--- src/rtl/fu_sequencer.sv ---
// -----------------------------------------------------------------------------
// fu_sequencer
//
// Stimulus/check sequencer for one Functional_Unit. It pulls test vectors from
// a valid/ready stream and drives them onto the FU operand and control inputs.
// After a programmable settle time it samples the FU result, compares it with
// the vector's golden byte, and counts mismatches.
//
// Parameters:
//   NUM_VEC  vectors per run (1..511)
//   SETTLE   cycles the operands are held before fu_f is sampled (>= 1)
//
// Configuration macro:
//   FU_SEQ_STOP_ON_ERR_EN  when defined, the first mismatch ends the run.
//                          The default build counts every mismatch over the
//                          full run.
//
// Ports:
//   clk, rst              clock (rising edge), asynchronous active-high reset
//   start                 one-cycle pulse that begins a run (ignored while busy)
//   vec_valid / vec_ready vector stream handshake (vec_ready is Moore)
//   vec_a/b/c, vec_instr,
//   vec_sel, vec_golden   vector payload, sampled only at the handshake edge
//   fu_a/b/c,
//   fu_instruction,
//   fu_select             registered drive to the FU
//   fu_f                  FU result (combinational from the fu_* outputs)
//   busy, done            run in progress / run finished (done held)
//   mismatch              one-cycle pulse per failing compare
//   err_count             mismatches in the current run, saturating at 511
//   fail_idx              index of the first failing vector
//   vec_idx               index of the vector being applied or checked
// -----------------------------------------------------------------------------
module fu_sequencer #(
  parameter int NUM_VEC = 256,
  parameter int SETTLE  = 1
) (
  input  logic       clk,
  input  logic       rst,
  input  logic       start,
  input  logic       vec_valid,
  output logic       vec_ready,
  input  logic [7:0] vec_a,
  input  logic [7:0] vec_b,
  input  logic [7:0] vec_c,
  input  logic [7:0] vec_instr,
  input  logic [2:0] vec_sel,
  input  logic [7:0] vec_golden,
  output logic [7:0] fu_a,
  output logic [7:0] fu_b,
  output logic [7:0] fu_c,
  output logic [7:0] fu_instruction,
  output logic [2:0] fu_select,
  input  logic [7:0] fu_f,
  output logic       busy,
  output logic       done,
  output logic       mismatch,
  output logic [8:0] err_count,
  output logic [8:0] fail_idx,
  output logic [8:0] vec_idx
);

  // The settle counter only ever holds SETTLE-1 .. 0.
  localparam int                CNT_W       = (SETTLE > 1) ? $clog2(SETTLE) : 1;
  localparam logic [CNT_W-1:0]  SETTLE_LOAD = CNT_W'(SETTLE - 1);
  localparam logic [8:0]        LAST_IDX    = 9'(NUM_VEC - 1);
  localparam logic [8:0]        ERR_MAX     = 9'h1FF;

`ifdef FU_SEQ_STOP_ON_ERR_EN
  localparam logic STOP_ON_ERR = 1'b1;
`else
  localparam logic STOP_ON_ERR = 1'b0;
`endif

  typedef enum logic [2:0] {
    S_IDLE,
    S_FETCH,
    S_SETTLE,
    S_CHECK,
    S_DONE
  } state_t;

  state_t           state_q, state_d;
  logic [7:0]       golden_q;
  logic [CNT_W-1:0] cnt_q;

  logic start_run;   // start honoured only when not busy
  logic accept;      // vector handshake this cycle
  logic sample_now;  // last settle cycle: fu_f is compared at the closing edge
  logic miscompare;
  logic last_vec;
  logic stop_now;

  assign start_run  = start && ((state_q == S_IDLE) || (state_q == S_DONE));
  assign accept     = (state_q == S_FETCH) && vec_valid;
  assign sample_now = (state_q == S_SETTLE) && (cnt_q == '0);
  assign miscompare = (fu_f != golden_q);
  assign last_vec   = (vec_idx == LAST_IDX);
  // The registered mismatch pulse is visible during CHECK, so it steers the
  // early exit without a second compare.
  assign stop_now   = STOP_ON_ERR & mismatch;

  // State register
  // NOTE: clocked state uses non-blocking assignments so every flop samples
  // the pre-edge values of the others; blocking here would create ordering
  // dependent races between always_ff blocks.
  always_ff @(posedge clk or posedge rst) begin
    if (rst) begin
      state_q <= S_IDLE;
    end else begin
      state_q <= state_d;
    end
  end

  // Next-state and Moore outputs
  // NOTE: every variable written here gets a default first, so no path leaves
  // one unassigned and no latch is inferred.
  always_comb begin
    state_d   = state_q;
    vec_ready = 1'b0;
    busy      = 1'b0;
    done      = 1'b0;
    unique case (state_q)
      S_IDLE: begin
        if (start) state_d = S_FETCH;
      end
      S_FETCH: begin
        vec_ready = 1'b1;
        busy      = 1'b1;
        if (vec_valid) state_d = S_SETTLE;
      end
      S_SETTLE: begin
        busy = 1'b1;
        if (cnt_q == '0) state_d = S_CHECK;
      end
      S_CHECK: begin
        busy = 1'b1;
        if (last_vec || stop_now) state_d = S_DONE;
        else                      state_d = S_FETCH;
      end
      S_DONE: begin
        done = 1'b1;
        if (start) state_d = S_FETCH;
      end
      default: state_d = S_IDLE;
    endcase
  end

  // Datapath: FU drive, golden latch, settle counter, result bookkeeping
  always_ff @(posedge clk or posedge rst) begin
    if (rst) begin
      fu_a           <= '0;
      fu_b           <= '0;
      fu_c           <= '0;
      fu_instruction <= '0;
      fu_select      <= '0;
      golden_q       <= '0;
      cnt_q          <= '0;
      mismatch       <= 1'b0;
      err_count      <= '0;
      fail_idx       <= '0;
      vec_idx        <= '0;
    end else begin
      mismatch <= 1'b0;

      if (start_run) begin
        err_count <= '0;
        fail_idx  <= '0;
        vec_idx   <= '0;
      end

      if (accept) begin
        fu_a           <= vec_a;
        fu_b           <= vec_b;
        fu_c           <= vec_c;
        fu_instruction <= vec_instr;
        fu_select      <= vec_sel;
        golden_q       <= vec_golden;
        cnt_q          <= SETTLE_LOAD;
      end

      if ((state_q == S_SETTLE) && (cnt_q != '0)) begin
        cnt_q <= cnt_q - CNT_W'(1);
      end

      // Compare at the edge that enters CHECK, so the pulse and the updated
      // count are visible for the whole CHECK cycle.
      if (sample_now && miscompare) begin
        mismatch <= 1'b1;
        if (err_count != ERR_MAX) err_count <= err_count + 9'd1;
        // err_count saturates and never wraps, so zero marks the first error.
        if (err_count == '0)      fail_idx  <= vec_idx;
      end

      if ((state_q == S_CHECK) && !last_vec && !stop_now) begin
        vec_idx <= vec_idx + 9'd1;
      end
    end
  end

endmodule

--- config.mk ---
export PLATFORM = sky130hd
export DESIGN_NAME = fu_sequencer
export DESIGN_NICKNAME = d
export VERILOG_FILES = /design/src/rtl/fu_sequencer.sv
export SDC_FILE = /design/constraint.sdc
export NUM_CORES = 1
export LEC_CHECK = 0
export BUFFER_PORTS_ARGS = -buffer_cell sky130_fd_sc_hd__clkbuf_2
export CAP_MARGIN = 25
export CORE_MARGIN = 2
export CORE_UTILIZATION = 52
export CTS_CLUSTER_SIZE = 8
export DETAILED_ROUTE_END_ITERATION = 12
export PLACE_DENSITY = 0.81
export SLEW_MARGIN = 20
export SYNTH_ARGS = -nofsm -noshare
export SYNTH_HDL_FRONTEND = slang
export SYNTH_SLANG_ARGS = --single-unit
--- constraint.sdc ---
create_clock -name clk -period 6.87 [get_ports clk]
set_input_delay 1.374 -clock clk [delete_from_list [all_inputs] [get_ports clk]]
set_output_delay 1.374 -clock clk [all_outputs]
set_load 0.01 [all_outputs]
==> results of run 1 <==
## logic make-up (layout without fill, tap and decap cells)
logic type               after synthesis  count (layout)
XOR/XNOR                               8               8
adder cells (fa/ha/maj)                5               5
AND/OR/NAND/NOR                       73              73
multiplexers                          56              56
buffers and inverters                 27             152
AO/OA/AOI/OAI                         28              28
flip-flops                            75              75
## cells in the final DEF (no fill, tap or decap), types with 2 or more instances in the layout
cell type  count
and2_4         2
nand2b_1       2
clkbuf_2     120
a21oi_1        6
mux2_4        40
a211o_1        2
nand2_1       28
dfrtp_1       75
inv_1         15
ha_1           5
o21ai_0       11
mux2_2         3
o31ai_1        2
clkinv_4       2
o211ai_1       2
nand3_1        8
clkbuf_8       9
and3_1         4
xnor2_1        8
nor3b_2        5
nor2_1         4
nand4_1        3
nor4_1         2
mux2i_1       13
nor3_1         2
## area by class of cell
type / count / area share
multi-input combinational: 170 / 0.349
sequential: 75 / 0.430
clock inverter: 5 / 0.0146
inverter: 16 / 0.0138
tap: 80 / 0.0230
timing repair buffer: 121 / 0.139
clock buffer: 10 / 0.0293
## state kept, by name, indices dropped and copies added (netlist names), 3 cells and up
name            cells
state_q             3
fu_instruction      8
fail_idx            9
fu_c                8
vec_idx             9
err_count           9
fu_a                8
fu_select           3
fu_b                8
golden_q            8
## power by group through the flow
| stage | combinational, mW | sequential [mW] | clock, mW |
|---|---|---|---|
| floorplan | 0.495 | 0.788 | 0 |
| global route | 0.810 | 0.759 | 0.353 |
| finish | 0.743 | 0.738 | 0.329 |
| detailed placement | 0.749 | 0.746 | 0 |
| CTS | 0.754 | 0.740 | 0.337 |
| global placement | 0.733 | 0.734 | 0 |
## critical path, cell delays in order (launching register included)
cell,delay [ps]
dfrtp_1,470
ha_1,270
and3_1,210
and3_1,220
and3_1,200
ha_1,250
nor4_2,230
o21ai_1,360
and2_4,310
a211o_1,280
## per-layer routing
| metal | global-route usage | vias up | wire [um] |
|---|---|---|---|
| li1 | - | 1191 | - |
| met1 | 0.245 | 1213 | 3060 |
| met2 | 0.328 | 73 | 3630 |
| met3 | 0.0445 | 16 | 296 |
| met4 | 0.0839 | 0 | 140 |
| met5 | 0 | - | 0 |
## metrics by stage
stage	area, um^2	std cells	hold WS, ps	total power, mW	setup slack, ps
after floorplan	3600	272	502	1.28	3590
after global routing	4360	477	521	1.92	3780
final	4360	477	512	1.81	3950
after CTS	4360	477	512	1.83	3930
after global placement	4170	462	489	1.47	3800
after detailed placement	4170	462	494	1.49	3770
## how the worst max path moves through the flow
stage / from / to / cells after the start
6_report: err_count[0]$_DFF_PP0_ / err_count[6]$_DFF_PP0_ / 9
3_5_place_dp: fu_f[5] / err_count[2]$_DFF_PP0_ / 6
4_1_cts: err_count[0]$_DFF_PP0_ / err_count[6]$_DFF_PP0_ / 9
5_1_grt: err_count[0]$_DFF_PP0_ / err_count[6]$_DFF_PP0_ / 9
3_3_place_gp: fu_f[5] / err_count[6]$_DFF_PP0_ / 6
2_1_floorplan: rst / cnt_q$_DFFE_PP0P_ / 1
==> run metrics, run 1 <==
NetSw between 0.6 and 0.7 mW; post-synthesis simple-gate area fraction 0.124; most used flip-flop cell after synthesis dfrtp_1; Comb pwr share 0.410; Routability Congestion 0.779; total grt overflow 0; routed wire length per instance 14.9 um; period utilization 0.425; Pwr Density around 410 mW/mm^2; setup TNS 0 ps; WP data arrival 3140 ps; Critical Path Sink Type register; Hold Path Class register to register; CTS Sinks 75; WL final 7.13 mm; Initial DRC Count 93; Synth Area in Adders 0.0174; FILL cells 527; Worst setup SP type register; hold path depth 1; initial antenna violation count 0; Data required, critical path 7090 ps; FF-to-FF setup slack 3950 ps; area taken by multi-input logic gates roughly 0.0015 mm^2; sequential fraction of design power 0.408; # diodes 0; layout cell share with drive strength beyond 1 0.491; clock buffer depth 2; outcome completed; clock power share 0.182; clock network latency to the later pin of the worst-skew pair 340 ps; Setup Skew 11.6 ps; largest family of logic cells by synthesized area multiplexers; post-CTS sizing 0; core footprint between 0.006 and 0.007 mm^2; Clk pin slew, worst setup/hold paths ~80 ps; Fin. Hold Viols 0; post-route ant nets 0; Num CTS Buffers 9; top cells by area, synth dfrtp_1, mux2_4, mux2i_1; Die Ht 87.2 um; proportion of synthesized area in mux cells 0.212; Die ar. around 0.0076 mm^2; Vias/cell 5.23; Mapped Area 0.00360 mm^2; post-route minimum period around 2900 ps; depth of the CTS H-tree 3; relative slew slack 0.364; die width 87.2 um; area leader, netlist dfrtp_1; worst hold endpoint fu_b[6]$_DFFE_PP0P_; share of the synthesized area in the top cell type 0.522; Layout Utilization 0.645; first-pass GRT wire length 11.4 mm; GR Util All Layers 0.196; via count 2493; # Post-CTS Setup Buffers 0; share of flip-flops with an asynchronous set or reset 1.00; Max Cap Viol 0; Synth cell types 45; Net Sw Frac 0.348; Layout area overhead 21.2%; register area share after synthesis 0.522; # hold bufs at CTS 0; root buffer cell clkbuf_8; Synth Register Bits 75; XOR/XNOR share of the synthesized area 0.0195; Synth Area in Compound Gates 0.0501; critical path fanouts, max 12; DP HPWL 5.20 mm; R2R Path End err_count[6]$_DFF_PP0_; RSZ-0062 raised after global routing false; IO Port Bufs 120; vias in the first global route about 2.4k; Initial Util 0.533; largest net degree at the start of global routing 76; Nets around 450; most common cell in the netlist dfrtp_1; Avg Inst Size Synth 13.2 um^2; CTS tree done; I/O pins 121; Pint 1.18 mW; syn_nets 332; number of synthesized flops with an enable pin 0; # DRC 0; Pre-antenna DRT Iters 4; final setup fails 0; LEAKAGE around 2.2 nW; yosys warns 0; Reg area 0.00188 mm^2; synth cell count leaders dfrtp_1, mux2_4, nand2_1, inv_1, mux2i_1; FF-to-FF path depth 9; Max Clk Rate 342 MHz; Hold Crit Start fu_b[6]$_DFFE_PP0P_; Post-Syn Instances 272; slew at the pin closest to its max-slew limit 948 ps; # rows 30; Reg-to-Reg Start err_count[0]$_DFF_PP0_; Setup CP Type register to register; Slew Limit Fails 0; maximum vdd drop ~0.31 mV
No activity file was read; power rests on OpenSTA's default activity.
==> run 2: changes to the inputs <==
- CORE_UTILIZATION: 52 -> 50
- PLACE_DENSITY: 0.81 -> 0.78
- clock period: 6.87 -> 3 ns (I/O delays scaled with it)
==> run 2 against run 1 <==
Die area increased by 3.8%; critical path type unchanged; final cell count increased by 4.0%; worst hold slack got worse by 160 ps; fmax increased by 19%; critical endpoint is now err_count[4]$_DFF_PP0_.
==> run metrics, run 2 (synthesis gave the netlist of run 1 again) <==
Num CTS Buffers 9 (unchanged); Max Cap Viol 0 (unchanged); # DRC 0 (unchanged); Worst setup SP type register; # Post-CTS Setup Buffers 0 (unchanged); cell family with most CP delay simple AND/OR/NAND/NOR gates; Slowest-stage cell, CP dfrtp_1; Die ar. 0.00789 mm^2 (+3.8%); Nets 455 (+0.44%); slew at the pin closest to its max-slew limit 787 ps (-161 ps); Initial Util 0.524 (-0.00873); Crit path top cell by count and3_1; via count 2512 (+0.76%); Setup CP Type register to register; Hold Path Class input pin to asynchronous set/reset pin; total grt overflow 0 (unchanged); initial antenna violation count 0 (unchanged); met1 wire length 3.16 mm (+3.3%); Max Clk Rate 408 MHz (+19%); most frequent cells in the layout clkbuf_2, dfrtp_1, mux2_4; Critical Path Sink Type register; vias in the first global route 2587 (+7.2%); biggest regs err_count (9), fail_idx (9), vec_idx (9); WP data arrival 2680 ps (-460 ps); IO Port Bufs 120 (unchanged); post-CTS sizing 0 (unchanged); Clk pin slew, worst setup/hold paths 80 ps (about the same); WL final 7.53 mm (+5.7%); I/O pins 121 (unchanged); die width 88.8 um (+1.9%); post-route minimum period 2450 ps (-471 ps); final setup fails 0 (unchanged); root buffer cell clkbuf_8; period utilization 0.817 (+0.392); RSZ-0062 raised after global routing false; post-route ant nets 0 (unchanged); outcome completed; Setup Skew 7.41 ps (-4.23 ps); CP cell instances ha_1 -> and3_1 -> and3_1 -> and3_1 -> ha_1 -> nor4_2 -> o21ai_1 -> buf_4 -> nand2b_1 -> mux2i_1; maximum vdd drop 0.578 mV (+86%); CP max stage delay 450 ps (-20 ps); Fin. Hold Viols 0 (unchanged); hold slack 356 ps (-155 ps); Pwr Density 970 mW/mm^2 (+130%); FF-to-FF path depth 10 (+1); critical path fanouts, max 11 (-1); Routability Congestion 0.766 (-1.7%); Layout area overhead 23.6%; clock network latency to the later pin of the worst-skew pair 350 ps (about the same); Pre-antenna DRT Iters 4 (unchanged); # diodes 0 (unchanged); WL met3 379 um (+28%); clock buffer depth 2 (unchanged); Data required, critical path 3230 ps (-3860 ps); metal2 WL 3.88 mm (+6.9%); crit path buf inv count 1 (+1); Reg-to-Reg Start err_count[0]$_DFF_PP0_; R2R Path End err_count[4]$_DFF_PP0_; relative slew slack 0.475 (+0.112); core footprint 0.00687 mm^2 (+1.7%); Die Ht 88.8 um (+1.9%); Worst Setup SP err_count[0]$_DFF_PP0_; Top Layer Used met4; setup TNS 0 ps (unchanged); FF-to-FF setup slack 550 ps (-3400 ps); Initial DRC Count 82 (-12%); Vias/cell 5.06 (-3.1%); layout cell share with drive strength beyond 1 0.498 (+0.00632); largest net degree at the start of global routing 44 (-42%); depth of the CTS H-tree 3 (unchanged); first-pass GRT wire length 12.3 mm (+8.3%); CTS Sinks 75 (unchanged); Slew Limit Fails 0 (unchanged); commonest non-fill, non-tap cell in the layout clkbuf_2; # hold bufs at CTS 0 (unchanged); DP HPWL 5.52 mm (+6.1%); routed wire length per instance 15.2 um (+1.6%); GR Util All Layers 0.208 (+0.0121); CTS tree done; LEAKAGE 2.26 nW (+1.7%); FILL cells 555 (+5.3%); Crit path depth 10 (+1); # rows 30 (unchanged)
-- run 2: cell count changes in the layout (fill, tap and decap cells not counted) --
cell        previous run  this run
buf_4                  1         2
clkbuf_8               9        10
buf_12                 0         1
clkinvlp_4             1         0
bufinv_16              1         2
clkbuf_1               1         0
clkinv_4               2         1
inv_6                  1         3
-- run 2: layout make-up --
cell class | instances | area (um^2) | share of cell area
multi-input cells | 170 | 1520 | 0.343
repair buffers | 123 | 636 | 0.143
clock inverters | 6 | 95.1 | 0.0214
inverters | 16 | 60.1 | 0.0135
well taps | 96 | 120 | 0.0270
clock buffers | 10 | 138 | 0.0309
flip-flops and latches | 75 | 1880 | 0.422
-- run 2: worst max path at each step --
stage / to / slack, ps
2_1_floorplan: cnt_q$_DFFE_PP0P_ / 490
3_3_place_gp: err_count[4]$_DFF_PP0_ / 640
3_5_place_dp: err_count[4]$_DFF_PP0_ / 560
4_1_cts: err_count[4]$_DFF_PP0_ / 540
5_1_grt: err_count[4]$_DFF_PP0_ / 420
6_report: err_count[4]$_DFF_PP0_ / 550
-- run 2: through the flow --
step                      utilization  total power [mW]  instances  setup WS [ps]  area [um^2]
final                           0.648              4.31        496            549         4450
after floorplan                     -              2.94        272            490         3600
after global routing            0.648              4.59        496            419         4450
after CTS                       0.648              4.36        496            541         4450
after detailed placement        0.614              3.45        480            560         4220
after global placement          0.614              3.37        480            637         4220
-- run 2: metal layers --
metal,up-vias,global-route usage
li1,1186,-
met1,1245,0.249
met2,68,0.356
met3,13,0.0672
met4,0,0.0675
met5,-,0
-- run 2: where the power goes --
part	total, mW	internal [mW]	switching, mW	leakage (nW)
combinational	1.73	0.934	0.793	1.20
sequential	1.69	1.40	0.289	0.943
clock	0.901	0.502	0.400	0.118
==> run 3: changes to the inputs <==
- CORE_UTILIZATION: 50 -> 45
- PLACE_DENSITY: 0.78 -> 0.74
- clock period: 3 -> 2.2 ns (I/O delays scaled with it)
==> run 3 against run 2 <==
Cell area up 3.1%; setup slack worse by 460 ps; count of clock-buffer cells in the layout up 1; fmax up 16%.
==> run metrics, run 3 (synthesis gave the netlist of run 1 again) <==
outcome completed; Num CTS Buffers 9 (unchanged); FF-to-FF path depth 9 (-1); biggest regs err_count (9), fail_idx (9), vec_idx (9); worst slack, placed -25.4 ps (-586 ps); # diodes 0 (unchanged); Critical Path Sink Type register; total grt overflow 0 (unchanged); layout cell share with drive strength beyond 1 0.532 (+0.0342); maximum vdd drop 0.601 mV (+3.9%); R2R Path End err_count[2]$_DFF_PP0_; WL final 7.82 mm (+3.8%); Layout Utilization 0.594 (-0.0538); FILL cells 668 (+20%); vias in the first global route 2567 (-0.77%); routed wire length per instance 15.3 um (+0.59%); critical path fanouts, max 3 (-8); Pwr Total 5.84 mW (+35%); Max Cap Viol 0 (unchanged); Pre-antenna DRT Iters 4 (unchanged); root buffer cell clkbuf_8; dpl cell area 0.00436 mm^2 (+3.4%); Slew Limit Fails 0 (unchanged); largest net degree at the start of global routing 45 (+2.3%); Initial DRC Count 37 (-55%); Die ar. 0.00873 mm^2 (+11%); FF-to-FF setup slack 90 ps (-460 ps); Fin. Hold Viols 0 (unchanged); Post-Layout Cell Count 512 (+3.2%); slew at the pin closest to its max-slew limit 401 ps (-386 ps); Max Clk Rate 474 MHz (+16%); Nets 466 (+2.4%); Clk pin slew, worst setup/hold paths 80 ps (about the same); Initial Util 0.466 (-0.0582); GR Util All Layers 0.184 (-0.0243); Data required, critical path 2420 ps (-810 ps); area taken by multi-input logic gates 0.00158 mm^2 (+3.9%); Hold Path Class input pin to asynchronous set/reset pin; first-pass GRT wire length 12.5 mm (+1.4%); WP data arrival 2330 ps (-350 ps); period utilization 0.960 (+0.143); setup TNS 0 ps (unchanged); CTS Sinks 75 (unchanged); CTS tree done; post-route minimum period 2110 ps (-339 ps); Layout area overhead 27.5%; clock buffer depth 2 (unchanged); Reg-to-Reg Start err_count[1]$_DFF_PP0_; depth of the CTS H-tree 3 (unchanged); via count 2534 (+0.88%); Setup CP Type register to register; Finished Cell Area 0.00459 mm^2 (+3.1%); DP HPWL 5.78 mm (+4.6%); Vias/cell 4.95 (-2.3%); Cells after DPL 497 (+3.5%); IO Port Bufs 120 (unchanged); initial antenna violation count 0 (unchanged); clock network latency to the later pin of the worst-skew pair 340 ps (about the same); Worst setup SP type register; Reg area 0.00188 mm^2 (+0.13%); commonest non-fill, non-tap cell in the layout clkbuf_2; final setup margin 88.5 ps (-461 ps); # DRC 0 (unchanged); # rows 32 (+6.7%); Routability Congestion 0.737 (-3.7%); relative slew slack 0.733 (+0.258); Setup Skew 7.98 ps (+0.574 ps); most frequent cells in the layout clkbuf_2, dfrtp_1, mux2_4; Die Ht 93.4 um (+5.2%); final setup fails 0 (unchanged); hold slack 153 ps (-203 ps); post-route ant nets 0 (unchanged); RSZ-0062 raised after global routing true; die width 93.4 um (+5.2%); core footprint 0.00773 mm^2 (+12%); LEAKAGE 2.29 nW (+1.3%); Pwr Density 1270 mW/mm^2 (+31%); I/O pins 121 (unchanged)
run 3: power breakdown:
| group | switching (mW) | internal (mW) |
|---|---|---|
| Sequential | 0.374 | 1.91 |
| Clock | 0.493 | 0.549 |
| Combinational | 1.15 | 1.36 |
run 3: what timing repair did:
| item | 4_1_cts | 5_1_grt |
|---|---|---|
| endpoints found under the setup margin | 4 | 8 |
| cloned | 0 | 0 |
| buffers inserted | 0 | 0 |
| pin swaps | 1 | 1 |
| resized for setup | 1 | 6 |
| hold buffers | 0 | 0 |
run 3: layout make-up:
| class | count | area share |
|---|---|---|
| Tap cell | 102 | 0.0278 |
| Sequential cell | 75 | 0.409 |
| Clock inverter | 4 | 0.0112 |
| Timing Repair Buffer | 134 | 0.162 |
| Clock buffer | 11 | 0.0308 |
| Inverter | 16 | 0.0139 |
| Multi-Input combinational cell | 170 | 0.345 |
run 3: critical path, stage by stage, from the launching register on:
cell,delay [ps]
dfrtp_2,430
ha_4,160
and3_4,170
and3_4,180
and3_4,180
ha_4,160
nor4_2,110
o21ai_1,120
and2_4,190
a211o_1,300
run 3: metal layers:
metal,GRT usage,up-vias,routed length [um]
met3,0.0403,14,352
met2,0.302,71,3950
li1,-,1211,-
met5,0,-,0
met4,0.0821,0,167
met1,0.233,1238,3360
run 3: worst max path at each step:
stage / startpoint / to / depth (start not counted) / slack [ps]
floorplan: err_count[0]$_DFF_PP0_ / err_count[2]$_DFF_PP0_ / 9 / 1
global placement: err_count[1]$_DFF_PP0_ / err_count[4]$_DFF_PP0_ / 10 / 30
detailed placement: err_count[1]$_DFF_PP0_ / err_count[2]$_DFF_PP0_ / 9 / -30
CTS: err_count[1]$_DFF_PP0_ / err_count[7]$_DFF_PP0_ / 10 / 10
global route: err_count[1]$_DFF_PP0_ / err_count[4]$_DFF_PP0_ / 10 / -30
finish: err_count[1]$_DFF_PP0_ / err_count[2]$_DFF_PP0_ / 9 / 90
